`src/rtl/spi_slave_fifo_pkg.sv`:
```
// Shared constants for the SPI slave: FSM state encodings and SPI mode selectors.
package spi_defs;

   localparam logic [1:0] ST_IDLE  = 2'd0;
   localparam logic [1:0] ST_LOAD  = 2'd1;
   localparam logic [1:0] ST_SHIFT = 2'd2;

   localparam int CPOL_IDLE_LOW  = 0;
   localparam int CPOL_IDLE_HIGH = 1;
   localparam int CPHA_LEADING   = 0;
   localparam int CPHA_TRAILING  = 1;

endpackage

```
`src/rtl/spi_slave_fifo_fifo.sv`:
```
// Single-clock FIFO; full/empty come from an extra wrap bit on each pointer.
module sync_fifo
   import spi_defs::*;
#(
   parameter int WIDTH = 16,
   parameter int DEPTH = 4
)(
   input  logic             i_clk,
   input  logic             i_rst_n,
   input  logic             i_wr_en,
   input  logic [WIDTH-1:0] i_wr_data,
   input  logic             i_rd_en,
   output logic [WIDTH-1:0] o_rd_data,
   output logic             o_full,
   output logic             o_empty
);

   localparam int AW = $clog2(DEPTH);

   logic [AW:0]      r_wr_ptr;
   logic [AW:0]      r_rd_ptr;
   logic [WIDTH-1:0] r_mem [DEPTH];
   logic             w_rd;
   logic             w_wr;

   assign o_empty = (r_wr_ptr == r_rd_ptr);
   assign o_full  = (r_wr_ptr[AW] != r_rd_ptr[AW]) &&
                    (r_wr_ptr[AW-1:0] == r_rd_ptr[AW-1:0]);

   // A write into a full FIFO is accepted when a pop frees the slot in the same cycle.
   assign w_rd = i_rd_en && !o_empty;
   assign w_wr = i_wr_en && (!o_full || w_rd);

   assign o_rd_data = o_empty ? '0 : r_mem[r_rd_ptr[AW-1:0]];

   always_ff @(posedge i_clk) begin
      if (w_wr) begin
         r_mem[r_wr_ptr[AW-1:0]] <= i_wr_data;
      end
   end

   always_ff @(posedge i_clk or negedge i_rst_n) begin
      if (!i_rst_n) begin
         r_wr_ptr <= '0;
         r_rd_ptr <= '0;
      end else begin
         if (w_wr) r_wr_ptr <= r_wr_ptr + (AW+1)'(1);
         if (w_rd) r_rd_ptr <= r_rd_ptr + (AW+1)'(1);
      end
   end

endmodule

```
`src/rtl/spi_slave_fifo.sv`:
```
// SPI slave with TX/RX word FIFOs; SPI pins are oversampled in the i_clk domain.
module spi_slave_fifo
   import spi_defs::*;
#(
   parameter int WORD_BITS   = 16,
   parameter int FIFO_DEPTH  = 4,
   parameter int CPOL        = 0,
   parameter int CPHA        = 0,
   parameter int SYNC_STAGES = 2
)(
   input  logic                 i_clk,
   input  logic                 i_rst_n,
   input  logic [WORD_BITS-1:0] i_tx_data,
   input  logic                 i_tx_valid,
   output logic                 o_tx_ready,
   output logic [WORD_BITS-1:0] o_rx_data,
   output logic                 o_rx_valid,
   input  logic                 i_rx_ready,
   output logic                 o_busy,
   output logic                 o_tx_underrun,
   output logic                 o_rx_overflow,
   input  logic                 i_ssel_n,
   input  logic                 i_sck,
   input  logic                 i_mosi,
   output logic                 o_miso,
   output logic                 o_miso_oe,
   output logic [1:0]           o_dbg_state
);

   localparam int             CW       = $clog2(WORD_BITS);
   localparam logic [CW-1:0]  CNT_MAX  = CW'(WORD_BITS - 1);
   localparam logic           SCK_IDLE = (CPOL == CPOL_IDLE_HIGH);

   logic [SYNC_STAGES-1:0] r_sck_sync;
   logic [SYNC_STAGES-1:0] r_ssel_sync;
   logic [SYNC_STAGES-1:0] r_mosi_sync;
   logic                   r_sck_d;
   logic                   w_sck;
   logic                   w_ssel_n;
   logic                   w_mosi;
   logic                   w_rise;
   logic                   w_fall;
   logic                   w_lead;
   logic                   w_trail;
   logic                   w_sample_edge;
   logic                   w_shift_edge;
   logic                   w_wrap;
   logic                   w_load;

   logic [1:0]             r_state;
   logic [1:0]             w_state_nxt;
   logic [CW-1:0]          r_bit_cnt;
   logic [WORD_BITS-1:0]   r_shift;
   logic [WORD_BITS-1:0]   r_rx_shift;
   logic                   r_push_pend;
   logic                   r_skip;
   logic                   r_tx_underrun;
   logic                   r_rx_overflow;

   logic                   w_tx_wr;
   logic [WORD_BITS-1:0]   w_tx_head;
   logic                   w_tx_full;
   logic                   w_tx_empty;
   logic                   w_rx_full;
   logic                   w_rx_empty;

   // Reset values match the idle bus so that releasing reset cannot fake an edge.
   always_ff @(posedge i_clk or negedge i_rst_n) begin
      if (!i_rst_n) begin
         r_sck_sync  <= {SYNC_STAGES{SCK_IDLE}};
         r_ssel_sync <= '1;
         r_mosi_sync <= '0;
         r_sck_d     <= SCK_IDLE;
      end else begin
         r_sck_sync[0]  <= i_sck;
         r_ssel_sync[0] <= i_ssel_n;
         r_mosi_sync[0] <= i_mosi;
         for (int i = 1; i < SYNC_STAGES; i++) begin
            r_sck_sync[i]  <= r_sck_sync[i-1];
            r_ssel_sync[i] <= r_ssel_sync[i-1];
            r_mosi_sync[i] <= r_mosi_sync[i-1];
         end
         r_sck_d <= w_sck;
      end
   end

   assign w_sck    = r_sck_sync[SYNC_STAGES-1];
   assign w_ssel_n = r_ssel_sync[SYNC_STAGES-1];
   assign w_mosi   = r_mosi_sync[SYNC_STAGES-1];

   assign w_rise  = w_sck && !r_sck_d;
   assign w_fall  = !w_sck && r_sck_d;
   assign w_lead  = (CPOL == CPOL_IDLE_LOW) ? w_rise : w_fall;
   assign w_trail = (CPOL == CPOL_IDLE_LOW) ? w_fall : w_rise;

   assign w_sample_edge = (r_state == ST_SHIFT) && ((CPHA == CPHA_LEADING) ? w_lead : w_trail);
   assign w_shift_edge  = (r_state == ST_SHIFT) && ((CPHA == CPHA_LEADING) ? w_trail : w_lead);
   assign w_wrap        = w_sample_edge && (r_bit_cnt == CNT_MAX);

   always_comb begin
      w_state_nxt = r_state;
      case (r_state)
         ST_IDLE:  if (!w_ssel_n) w_state_nxt = ST_LOAD;
         ST_LOAD:  w_state_nxt = ST_SHIFT;
         ST_SHIFT: if (w_ssel_n) w_state_nxt = ST_IDLE;
         default:  w_state_nxt = ST_IDLE;
      endcase
   end

   // Word reload rides on the same cycle as the RX push, while the frame stays selected.
   assign w_load = (r_state == ST_LOAD) ||
                   ((r_state == ST_SHIFT) && r_push_pend && (w_state_nxt == ST_SHIFT));

   always_ff @(posedge i_clk or negedge i_rst_n) begin
      if (!i_rst_n) begin
         r_state       <= ST_IDLE;
         r_bit_cnt     <= '0;
         r_shift       <= '1;
         r_rx_shift    <= '0;
         r_push_pend   <= 1'b0;
         r_skip        <= 1'b0;
         r_tx_underrun <= 1'b0;
         r_rx_overflow <= 1'b0;
      end else begin
         r_state       <= w_state_nxt;
         r_push_pend   <= w_wrap;
         r_tx_underrun <= w_load && w_tx_empty;
         r_rx_overflow <= r_push_pend && w_rx_full && !i_rx_ready;

         if (r_state != ST_SHIFT) begin
            r_bit_cnt <= '0;
         end else if (w_sample_edge) begin
            r_bit_cnt  <= (r_bit_cnt == CNT_MAX) ? '0 : r_bit_cnt + CW'(1);
            r_rx_shift <= {r_rx_shift[WORD_BITS-2:0], w_mosi};
         end

         // A mid-frame reload lands before the next shift edge, which must not eat its MSB.
         if (w_load) begin
            r_shift <= w_tx_empty ? '1 : w_tx_head;
            r_skip  <= (r_state == ST_LOAD) ? (CPHA == CPHA_TRAILING) : 1'b1;
         end else if (w_shift_edge) begin
            if (r_skip) r_skip  <= 1'b0;
            else        r_shift <= {r_shift[WORD_BITS-2:0], 1'b1};
         end else if (r_state == ST_IDLE) begin
            r_shift <= '1;
            r_skip  <= 1'b0;
         end
      end
   end

   assign w_tx_wr = i_tx_valid && !w_tx_full;

   sync_fifo #(.WIDTH(WORD_BITS), .DEPTH(FIFO_DEPTH)) u_tx_fifo (
      .i_clk     (i_clk),
      .i_rst_n   (i_rst_n),
      .i_wr_en   (w_tx_wr),
      .i_wr_data (i_tx_data),
      .i_rd_en   (w_load),
      .o_rd_data (w_tx_head),
      .o_full    (w_tx_full),
      .o_empty   (w_tx_empty)
   );

   sync_fifo #(.WIDTH(WORD_BITS), .DEPTH(FIFO_DEPTH)) u_rx_fifo (
      .i_clk     (i_clk),
      .i_rst_n   (i_rst_n),
      .i_wr_en   (r_push_pend),
      .i_wr_data (r_rx_shift),
      .i_rd_en   (i_rx_ready),
      .o_rd_data (o_rx_data),
      .o_full    (w_rx_full),
      .o_empty   (w_rx_empty)
   );

   assign o_tx_ready    = !w_tx_full;
   assign o_rx_valid    = !w_rx_empty;
   assign o_busy        = (r_state == ST_SHIFT);
   assign o_miso_oe     = (r_state == ST_SHIFT);
   assign o_miso        = r_shift[WORD_BITS-1];
   assign o_tx_underrun = r_tx_underrun;
   assign o_rx_overflow = r_rx_overflow;
   assign o_dbg_state   = r_state;

endmodule
```
`config.mk`:
```
export PLATFORM = sky130hd
export DESIGN_NAME = spi_slave_fifo
export DESIGN_NICKNAME = d
export VERILOG_FILES = /design/src/rtl/spi_slave_fifo_pkg.sv /design/src/rtl/spi_slave_fifo_fifo.sv /design/src/rtl/spi_slave_fifo.sv
export SDC_FILE = /design/constraint.sdc
export NUM_CORES = 1
export LEC_CHECK = 0
export BUFFER_PORTS_ARGS = -buffer_cell sky130_fd_sc_hd__buf_2
export CORE_ASPECT_RATIO = 0.8
export CORE_MARGIN = 2
export CORE_UTILIZATION = 40
export CTS_BUF_LIST = sky130_fd_sc_hd__clkbuf_8
export DETAILED_ROUTE_END_ITERATION = 8
export PLACE_DENSITY = 0.68
export SLEW_MARGIN = 25
export SYNTH_ARGS = -nofsm -noshare
export SYNTH_HDL_FRONTEND = slang
export SYNTH_SLANG_ARGS = --single-unit
```
`constraint.sdc`:
```
create_clock -name i_clk -period 3.4 [get_ports i_clk]
set_input_delay 0.17 -clock i_clk [delete_from_list [all_inputs] [get_ports i_clk]]
set_output_delay 0.17 -clock i_clk [all_outputs]
set_load 0.05 [all_outputs]
```
# --- Word-level counts from Yosys, hierarchy flattened ---
# Memory sizes are Yosys's and may differ from the RTL's.
# Cells that the tools add are included.
totals:
  rom_bits: 0
  ram_bits: 128
  latchBits: 0
  memories: 2
  register_bits: 61
memory_table:
  columns: ["name", "words", "width", "read_ports", "rd_ports_with_merged_regs", "wr", "line", "rtl"]
  rows:
  - ["u_rx_fifo.r_mem", 4, 16, 1, 0, 1, "spi_slave_fifo_fifo.sv:22", "logic [WIDTH-1:0] r_mem [DEPTH];"]
  - ["u_tx_fifo.r_mem", 4, 16, 1, 0, 1, "spi_slave_fifo_fifo.sv:22", null]
classes:
  magnitude_cmp: 0
  n_shift: 0
  n_reduce_logical: 32
  multipliers: 0
  n_div: 0
  bitwise: 1
  mux: 20
  addsub: 5
  n_eq_ne: 12
op_table:
  columns: ["operator", "n"]
  rows:
  - ["two-way mux 16 bit", 6]
  - ["logical AND 1 bit", 17]
  - ["adder 3 x 1 -> 3 bit (second input constant)", 4]
  - ["two-way mux 4 bit", 3]
  - ["two-way mux 1 bit", 8]
  - ["logical NOT 1 bit", 7]
  - ["== test 3 bit", 2]
  - ["one-hot mux 2 bit (3 select lines)", 1]
  - ["adder 4 x 1 -> 4 bit (second input constant)", 1]
  - ["== test 2 bit", 2]
  - ["== test 2 bit (second input constant)", 2]
  - ["== test 4 bit (second input constant)", 1]
  - ["two-way mux 2 bit", 2]
  - ["AND reduction 2 bit", 2]
  - ["logical OR 1 bit", 3]
  - ["inequality test 3 x 2 -> 1 bit (second input constant)", 1]
  - ["nonzero test 3 bit", 1]
  - ["== test 2 x 1 -> 1 bit (second input constant)", 1]
  - ["logical NOT 2 bit", 1]
  - ["inequality test 1 bit", 2]
  - ["inequality test 2 bit (second input constant)", 1]
  - ["nonzero test 2 bit", 1]
  - ["inverter 1 bit", 1]

# --- Depth between registers and ports, before layout ---
# Gate-level depths: netlist of run 1.
depth:
  depth_word: 10
  mapped_depth: 7

# --- By module ---
# Synthesis of run 1 repeated with hierarchy kept, for this count alone.
hier_totals:
  hier_cells: 432
  area_unflattened_um2: 7933.9
by_module_without_submodules:
  columns: ["module", "n_inst", "cells_per_inst", "area_each_um2"]
  rows:
  - ["sync_fifo (u_tx_fifo)", 1, 136, 2911.5]
  - ["sync_fifo (u_rx_fifo)", 1, 136, 2901.5]
  - ["spi_slave_fifo", 1, 160, 2120.8]

# --- Worst setup path before layout of run 1 ---
# Ideal clock, no wire load.
synth_timing:
  kind: "register -> output"
  start: "reg u_rx_fifo.r_rd_ptr[0]"
  end: "out o_rx_data[0]"
  stages_incl_launch_ff: 6
  required_time_ns: 3.230
  setup_slack_ns: 1.220
  t_arrival_ns: 2.010
  path_cell_list: "dfrtp_1 > buf_4 > xnor2_1 > nand3b_1 > clkbuf_1 > and2_1"
synth_between:
  elab_chain_cells: 2
synth_rtl:
  columns: ["element", "line", "rtl"]
  rows:
  - ["start, declared", "spi_slave_fifo_fifo.sv:21", "logic [AW:0] r_rd_ptr;"]
  - ["start signal, assigned", "spi_slave_fifo_fifo.sv:48", "if (w_rd) r_rd_ptr <= r_rd_ptr + (AW+1)'(1);"]
  - ["memory read (4 x 16 bit) / == test 3 bit (equally long branches)", null, null]
  - ["two-way mux 16 bit (*)", "spi_slave_fifo_fifo.sv:34", "assign o_rd_data = o_empty ? '0 : r_mem[r_rd_ptr[AW-1:0]];"]
  - ["end, declared", "spi_slave_fifo.sv:16", "output logic [WORD_BITS-1:0] o_rx_data,"]
# Every way passes the cells marked *; elsewhere a longest branch is shown, timed or not.

# --- Worst setup path after layout of run 1 ---
layout_timing:
  start: "reg u_rx_fifo.r_wr_ptr[1]"
  end: "out o_rx_data[1]"
layout_between:
  elab_chain_cells: 2
layout_rtl:
  columns: ["element", "line", "rtl"]
  rows:
  - ["start, declared", "spi_slave_fifo_fifo.sv:20", "logic [AW:0] r_wr_ptr;"]
  - ["start signal, assigned", "spi_slave_fifo_fifo.sv:47", "if (w_wr) r_wr_ptr <= r_wr_ptr + (AW+1)'(1);"]
  - ["== test 3 bit", "spi_slave_fifo_fifo.sv:26", "assign o_empty = (r_wr_ptr == r_rd_ptr);"]
  - ["two-way mux 16 bit", "spi_slave_fifo_fifo.sv:34", null]
# Every way passes these cells.

==> results of run 1 <==
[critical path, delay by kind of cell, from the launching register on]
kind	cells	cell delay, ns
xor+xnor	1	0.25
buf+inv	1	0.21
flops	1	0.44
simple gates	2	0.90
[layer usage]
| layer | track usage | up-vias |
|---|---|---|
| met1 | 0.185 | 1893 |
| met5 | 0 | - |
| li1 | - | 1705 |
| met3 | 0.0412 | 16 |
| met2 | 0.221 | 72 |
| met4 | 0.0405 | 0 |
[power breakdown]
group,internal (mW),switching [mW],leakage [nW]
sequential,2.92,0.203,1.94
combinational,0.487,0.709,1.01
clock,0.747,0.781,0.214
total,4.15,1.69,3.17
[flip-flops by register name, indices dropped and copies added (netlist names)]
name,count
o_dbg_state,2
r_mosi_sync,2
u_rx_fifo.r_wr_ptr,3
u_tx_fifo.r_wr_ptr,3
r_skip,1
r_push_pend,1
u_rx_fifo.r_rd_ptr,3
r_bit_cnt,4
o_rx_overflow,1
u_rx_fifo.r_mem,64
r_sck_sync,2
u_tx_fifo.r_rd_ptr,3
r_shift,16
u_tx_fifo.r_mem,64
r_rx_shift,16
r_sck_d,1
o_tx_underrun,1
r_ssel_sync,2
[worst max path at each step]
stage	startpoint	to
after detailed placement	u_tx_fifo.r_wr_ptr[1]	u_tx_fifo.r_mem[1][8]
after global placement	u_tx_fifo.r_wr_ptr[1]	u_tx_fifo.r_mem[1][9]
after global routing	u_rx_fifo.r_wr_ptr[0]	o_rx_data[7]
after CTS	u_rx_fifo.r_wr_ptr[1]	o_rx_data[1]
after floorplan	u_rx_fifo.r_rd_ptr[0]	o_rx_data[0]
final	u_rx_fifo.r_wr_ptr[1]	o_rx_data[1]
[area by class of cell]
cell class	count	area, um^2	area share
clock inverters	14	166	0.0196
well taps	230	288	0.0339
repair buffers	78	520	0.0613
flip-flops and latches	189	5390	0.635
multi-input cells	194	1840	0.216
clock buffers	18	248	0.0292
inverters	10	37.5	0.00442
[cell usage after synthesis (8+ instances only)]
| cell type | number | share of area |
|---|---|---|
| dfrtp_1 | 43 | 0.15 |
| dfstp_2 | 18 | 0.064 |
| xnor2_1 | 10 | 0.012 |
| mux2_2 | 18 | 0.028 |
| edfxtp_1 | 128 | 0.52 |
| ha_1 | 11 | 0.019 |
| and2_1 | 25 | 0.021 |
| nand2_1 | 8 | 0.0041 |
| o22ai_1 | 15 | 0.013 |
| mux4_2 | 32 | 0.098 |
| inv_1 | 10 | 0.0051 |
| nor2_1 | 35 | 0.018 |
[per-stage QoR]
step	total power, mW	cells
2_1_floorplan	4.03	410
4_1_cts	5.90	733
6_report	5.85	733
5_1_grt	6.14	733
3_5_place_dp	4.37	680
3_3_place_gp	4.31	680
[kinds of logic (layout without fill, tap and decap cells)]
logic type,count (synthesis),count (layout),synth area share
flops,189,189,0.732
simple gates,85,85,0.0588
mux,50,50,0.125
compound gates,32,32,0.0277
buf+inv,27,120,0.0187
xor+xnor,16,16,0.0190
fa+ha+maj,11,11,0.0187
==> impl_metrics.py, run 1 <==
metrics = {
    "synthesis": {
        "syn_area_um2": 7370,
        "synth-edff-count": 128,
        "synth_ff_type": "edfxtp_1",
        "syn_nets": 444,
        "synth_cell_types": 38,
        "syn_area_per_cell_um2": 18.0,
        "ys_ff_latch": 189,
        "seq_area_frac_synth": 0.732,
        "async_flop_share": 0.323,
        "syn_inst": 410,
        "yosysWarnings": 0,
    },
    "power": {
        "irDropWorstVdd_mv": 0.431,
        "p_leak_nw": 3.17,
        "p_per_area_nw_per_um2": 688,
    },
    "global_route": {
        "grt_max_degree": 32,
        "overflow": 0,
        "track_usage": 0.138,
        "antenna_found_initial": 0,
        "grt_pass1_vias": 3811,
        "grt_pass1_wl_mm": 20.4,
    },
    "placed_design": {
        "gp_congestion": 0.725,
        "place_ws_ns": 1.16,
        "dpl.hpwl_mm": 8.23,
        "io_buffers": 47,
        "placement.cell_area_um2": 7870,
    },
    "setup_path": {
        "cp_data_arrival_time_ns": 2.27,
        "end_kind": "output port",
        "cp.required_ns": 3.23,
        "worstPathMaxFanout": 19,
        "startpoint_type": "register",
        "critical_path_class": "register to output port",
        "crit_chain": "xnor2_1, nand3b_1, and2_1, buf_2",
        "critPathSlowestCell": "nand3b_1",
        "regToRegEndpoint": "u_tx_fifo.r_mem[1][8]",
        "worst-r2r-setup-slack_ns": 1.17,
        "r2r-start": "u_tx_fifo.r_wr_ptr[1]",
        "r2r_cells": 3,
        "slowest_delay_ns": 0.54,
    },
    "hold_path": {
        "hold_depth": 4,
        "hold_path.class": "primary input to register",
        "holdPathEnd": "u_tx_fifo.r_wr_ptr[0]",
        "hp-start": "i_tx_valid",
    },
    "clock_tree": {
        "cts_buffer_depth": 2,
        "insertion_delay_ns": 0.47,
        "path_clk_slew_ns": 0.10,
        "holdBufCountCts": 21,
        "cts.sinks": 189,
        "cts_root_buffer": "clkbuf_8",
        "cts_made_buffers": 17,
        "cts_tree": "yes",
        "h-tree-depth": 4,
        "cts_resized": 0,
        "cts_setup_buffers": 0,
    },
    "timing": {
        "fmax_ghz": 0.409,
        "period_needed_ns": 2.44,
        "tns_ns": 0,
        "worstMarginPinSlew_ns": 0.787,
        "hold_ws_ns": 0.141,
        "worst_slack_ns": 0.957,
        "rsz0062_at_grt": "false",
        "fin_crit_sh": 0.718,
        "slew_violations": 0,
        "clock_skew_ns": 0.0116,
        "finalHoldViolations": 0,
        "relSlewSlack": 0.475,
        "setup_viol": 0,
    },
    "routing": {
        "highest_layer": "met4",
        "met1_length_mm": 5.72,
        "ant_nets": 0,
        "wl_met3_um": 460,
        "wl_mm": 12.6,
        "wl_met2_mm": 6.24,
        "wl_per_cell_um": 17.1,
        "via_count": 3686,
        "initialDrtViolationCount": 304,
        "drc": 0,
        "drtPass1Iterations": 5,
        "routed_via_density": 5.03,
    },
    "die": {
        "fp-row-count": 44,
        "initial_core_util": 0.407,
        "io_pins": 48,
        "core_um2": 18100,
        "fp.dieW_um": 156,
        "die_area_um2": 19500,
        "fp.dieH_um": 125,
    },
    "cells_and_area": {
        "layout_common_cells": "edfxtp_1, buf_2, dfrtp_1",
        "nets": 524,
        "antenna_cells": 0,
        "area_growth_pct": 15.2,
        "mostFrequentLayoutCell": "edfxtp_1",
        "fin_area_um2": 8490,
        "fillers": 1518,
        "postLayoutCoreUtil": 0.469,
        "drive_gt1_frac": 0.314,
    },
    "outcome": {
        "status": "completed",
    },
    "flow_run": {
        "maxCapViolations": 0,
    },
}
No activity file was read; power rests on OpenSTA's default activity.
==> run 2, diff against run 1 <==
- clock period: 3.4 -> 2.5 ns (I/O delays scaled with it)
==> run 2 against run 1 <==
Effect of this change: sequential share of layout area decreased by 0.10 points; worst setup slack got worse by 0.76 ns; clock skew grew 0.00099 ns; clock-buffer cell count up 1; global-route usage down 0.25 points; core utilization rose by 0.076 points; die area did not move; final area grew 0.16%; non-clock buffer count up 7; combinational power increased by 40%; clock power is 20% higher.
==> impl_metrics.py, run 2 (synthesis gave the netlist of run 1 again) <==
metrics = {
    "outcome": {
        "status": "completed",
    },
    "routing": {
        "ant_nets": 0,
        "wl_mm": 12.7,
        "routed_via_density": 4.96,
        "via_count": 3673,
        "wl_per_cell_um": 17.1,
        "initialDrtViolationCount": 265,
        "drc": 0,
        "drtPass1Iterations": 4,
    },
    "power": {
        "irDropWorstVdd_mv": 0.475,
        "p_leak_nw": 3.16,
        "fin_total_pwr_mw": 7.75,
        "p_seq_frac": 0.547,
        "pwr-share-comb": 0.216,
        "switchingPower_mw": 2.26,
        "power_frac_clock": 0.237,
        "switching_share": 0.292,
        "internal_power_mw": 5.48,
        "p_per_area_nw_per_um2": 911,
    },
    "clock_tree": {
        "cts_root_buffer": "clkbuf_8",
        "h-tree-depth": 4,
        "insertion_delay_ns": 0.47,
        "cts_setup_buffers": 0,
        "cts_made_buffers": 17,
        "cts_tree": "yes",
        "cts_buffer_depth": 2,
        "path_clk_slew_ns": 0.09,
        "cts_resized": 0,
        "cts.sinks": 189,
        "holdBufCountCts": 21,
    },
    "cells_and_area": {
        "fillers": 1511,
        "layout_common_cells": "edfxtp_1, buf_2, dfrtp_1",
        "postLayoutCoreUtil": 0.470,
        "antenna_cells": 0,
        "drive_gt1_frac": 0.314,
        "mostFrequentLayoutCell": "edfxtp_1",
        "area_growth_pct": 15.4,
        "nets": 531,
        "final_cell_count_no_fill": 740,
    },
    "die": {
        "io_pins": 48,
        "die_area_um2": 19500,
        "fp.dieW_um": 156,
        "fp.dieH_um": 125,
        "core_um2": 18100,
        "fp-row-count": 44,
        "initial_core_util": 0.407,
    },
    "timing": {
        "finalHoldViolations": 0,
        "fin_crit_sh": 0.920,
        "setup_viol": 0,
        "slew_violations": 0,
        "fmax_ghz": 0.435,
        "clock_skew_ns": 0.0126,
        "rsz0062_at_grt": "false",
        "period_needed_ns": 2.30,
        "tns_ns": 0,
        "worstMarginPinSlew_ns": 0.727,
        "relSlewSlack": 0.515,
    },
    "setup_path": {
        "startpoint_type": "register",
        "cp.required_ns": 2.38,
        "slowest_delay_ns": 0.58,
        "worstPathMaxFanout": 18,
        "critical_path_class": "register to output port",
        "cp_data_arrival_time_ns": 2.17,
        "end_kind": "output port",
        "crit_chain": "buf_4, mux4_2, and2_1, buf_2",
        "critPathSlowestCell": "mux4_2",
    },
    "global_route": {
        "antenna_found_initial": 0,
        "overflow": 0,
        "grt_pass1_wl_mm": 19.8,
        "grt_max_degree": 35,
        "track_usage": 0.136,
        "grt_pass1_vias": 3788,
    },
    "placed_design": {
        "dp.cells": 687,
        "gp_congestion": 0.697,
        "dpl.hpwl_mm": 7.90,
        "io_buffers": 47,
    },
    "flow_run": {
        "maxCapViolations": 0,
    },
    "hold_path": {
        "hold_path.class": "primary input to register",
    },
}
## run 2: changes by cell type in the layout (fill, tap and decap cells not counted), sizes merged
cell      before  now
buf           57   64
clkinv         7    4
clkinvlp       1    4
bufinv         3    1
clkbuf        18   19
inv           13   14
## run 2: critical path, delay by kind of cell, from the launching register on
kind / cells / cell delay (ns)
buf+inv: 2 / 0.55
flops: 1 / 0.39
mux: 1 / 0.58
simple gates: 1 / 0.17
## run 2: layer usage
metal  track usage  share of wire  up-vias
met4        0.0648          0.018        0
met5             0              0        -
li1              -              -     1721
met2         0.220           0.50       67
met1         0.176           0.46     1866
met3        0.0288          0.030       19
## run 2: through the flow
step	hold slack (ns)	cell area, um^2	setup WS [ns]
3_5_place_dp	0.233	7930	0.576
2_1_floorplan	-0.171	7370	0.365
4_1_cts	0.0557	8500	0.145
6_report	0.0928	8500	0.201
5_1_grt	0.0984	8500	0.0747
3_3_place_gp	0.222	7930	0.667
## run 2: final timing paths
path | depth (start not counted) | to | slack, ns | startpoint
worst min-delay path | 5 | u_tx_fifo.r_wr_ptr[1] | 0.09 | i_tx_valid
worst max register to register | 4 | u_rx_fifo.r_mem[3][7] | 0.56 | u_rx_fifo.r_wr_ptr[1]
min in group asynchronous | 2 | r_rx_shift[4] | 0.25 | i_rst_n
worst min register to register | 0 | r_mosi_sync[1] | 0.36 | r_mosi_sync[0]
worst max-delay path | 4 | o_rx_data[10] | 0.20 | u_rx_fifo.r_rd_ptr[0]
max in group asynchronous | 3 | r_shift[0] | 1.54 | i_rst_n
## run 2: final cells by class
| class | count | area, um^2 | area share |
|---|---|---|---|
| clock inverter | 13 | 101 | 0.0119 |
| clock buffer | 19 | 262 | 0.0307 |
| tap | 230 | 288 | 0.0338 |
| multi-input combinational | 194 | 1840 | 0.216 |
| sequential | 189 | 5390 | 0.634 |
| timing repair buffer | 85 | 586 | 0.0689 |
| inverter | 10 | 37.5 | 0.00441 |
## run 2: power groups by stage
stage,combinational (mW),sequential (mW),clock (mW)
after floorplan,1.19,4.29,0
after global placement,1.63,4.27,0
after detailed placement,1.68,4.31,0
after CTS,1.70,4.24,1.90
after global routing,1.83,4.29,2.02
final,1.68,4.23,1.84
==> run 3, diff against run 2 <==
- PLACE_DENSITY: 0.68 -> 0.7
- clock period: 2.5 -> 1.85 ns (I/O delays scaled with it)
==> run 3 against run 2 <==
Effect of this change: worst setup slack got worse by 0.39 ns; largest power group unchanged; critical path depth grew 2; the flow now finishes with violations (setup timing); clock-buffer cell count fell by 1; total power rose by 40%.
==> impl_metrics.py, run 3 (synthesis gave the netlist of run 1 again) <==
metrics = {
    "routing": {
        "routed_via_density": 5.15,
        "via_count": 3880,
        "drc": 0,
        "wl_per_cell_um": 17.5,
        "drtPass1Iterations": 8,
        "ant_nets": 0,
        "initialDrtViolationCount": 258,
        "wl_mm": 13.2,
    },
    "hold_path": {
        "hold_path.class": "primary input to async pin",
    },
    "setup_path": {
        "end_kind": "output port",
        "cp_num_buf_inv": 3,
        "cp.required_ns": 1.76,
        "critPathSlowestCell": "dfrtp_2",
        "crit_chain": "buf_6, xnor2_4, nand3b_1, buf_6, and2_4, buf_8",
        "cp_data_arrival_time_ns": 1.95,
        "critical_path_class": "register to output port",
        "worstPathMaxFanout": 8,
        "startpoint_type": "register",
        "slowest_delay_ns": 0.46,
        "cp_common_cell": "buf_6",
        "cp_top_family": "buffers and inverters",
    },
    "placed_design": {
        "gp_congestion": 0.751,
        "io_buffers": 47,
        "dpl.hpwl_mm": 7.95,
        "dp.cells": 691,
    },
    "power": {
        "p_leak_nw": 3.37,
        "p_per_area_nw_per_um2": 1200,
        "irDropWorstVdd_mv": 0.678,
    },
    "timing": {
        "worstMarginPinSlew_ns": 0.409,
        "setup_viol": 82,
        "period_needed_ns": 2.04,
        "relSlewSlack": 0.724,
        "worst_slack_ns": -0.192,
        "finalHoldViolations": 0,
        "hold_ws_ns": 0.0447,
        "clock_skew_ns": 0.0127,
        "fmax_ghz": 0.490,
        "fin_crit_sh": 1.10,
        "rsz0062_at_grt": "true",
        "slew_violations": 0,
    },
    "outcome": {
        "failed_checks": "setup timing",
        "status": "finished, violations left",
    },
    "cells_and_area": {
        "register_area_um2": 5400,
        "multiInputGateArea_um2": 1930,
        "area_growth_pct": 22.0,
        "antenna_cells": 0,
        "nets": 544,
        "drive_gt1_frac": 0.392,
        "layout_common_cells": "edfxtp_1, dfrtp_1, nor2_1",
        "fillers": 1463,
        "final_cell_count_no_fill": 753,
        "mostFrequentLayoutCell": "edfxtp_1",
    },
    "clock_tree": {
        "cts_made_buffers": 17,
        "h-tree-depth": 4,
        "cts_root_buffer": "clkbuf_8",
        "cts.sinks": 189,
        "path_clk_slew_ns": 0.09,
        "cts_buffer_depth": 2,
        "insertion_delay_ns": 0.45,
        "cts_tree": "yes",
    },
    "flow_run": {
        "maxCapViolations": 0,
    },
    "global_route": {
        "antenna_found_initial": 0,
        "overflow": 0,
        "grt_pass1_wl_mm": 20.9,
        "grt_max_degree": 27,
        "track_usage": 0.141,
        "grt_pass1_vias": 4037,
    },
    "die": {
        "fp-row-count": 44,
        "fp.dieW_um": 156,
        "die_area_um2": 19500,
        "core_um2": 18100,
        "io_pins": 48,
        "initial_core_util": 0.407,
        "fp.dieH_um": 125,
    },
}
## run 3: stage by stage
stage | TNS [ns] | area [um^2] | util | setup WS [ns] | total power [mW]
after floorplan | 0 | 7380 | - | 0.00373 | 7.42
after global placement | 0 | 8040 | 0.444 | 0.119 | 8.02
after detailed placement | 0 | 8040 | 0.444 | 0.0181 | 8.12
after CTS | -2.74 | 8960 | 0.495 | -0.187 | 10.9
after global routing | -15.10 | 8990 | 0.496 | -0.276 | 11.4
final | -9.42 | 8990 | 0.496 | -0.192 | 10.8
## run 3: worst paths after layout
path | slack (ns) | startpoint | endpoint | cells after the start
worst min-delay path | 0.04 | i_rst_n | u_rx_fifo.r_rd_ptr[0] | 2
min in group i_clk | 0.17 | i_tx_valid | u_tx_fifo.r_wr_ptr[0] | 5
max in group asynchronous | 1.20 | i_rst_n | r_ssel_sync[0] | 3
worst min register to register | 0.36 | r_ssel_sync[0] | r_ssel_sync[1] | 0
worst max register to register | -0.11 | u_rx_fifo.r_rd_ptr[0] | u_rx_fifo.r_mem[0][6] | 6
worst max-delay path | -0.19 | u_rx_fifo.r_rd_ptr[0] | o_rx_data[11] | 6
## run 3: layout make-up
type                    count  share of cell area
well taps                 230              0.0320
clock buffers              18              0.0276
clock inverters            14              0.0168
flip-flops and latches    189               0.600
multi-input cells         194               0.214
inverters                  10             0.00417
repair buffers             98               0.105
## run 3: report_power, final
part           switching [mW]  total, mW  internal [mW]
clock network            1.40       2.75           1.35
logic                    1.34       2.37           1.02
registers               0.350       5.71           5.36
## run 3: repair_timing
| action | CTS | global route |
|---|---|---|
| pin swaps | 14 | 16 |
| setup buffers | 6 | 2 |
| resized for setup | 76 | 17 |
| hold endpoints to repair | 122 | 0 |
| hold buffers | 21 | 0 |
| setup endpoints to repair | 19 | 145 |
| gates cloned | 2 | 2 |
## run 3: per-layer routing
layer | up-vias | part of all wire | track usage
met5 | - | 0 | 0
met4 | 0 | 0.012 | 0.0389
met3 | 23 | 0.037 | 0.0385
met2 | 102 | 0.50 | 0.235
met1 | 2006 | 0.45 | 0.185
li1 | 1749 | - | -
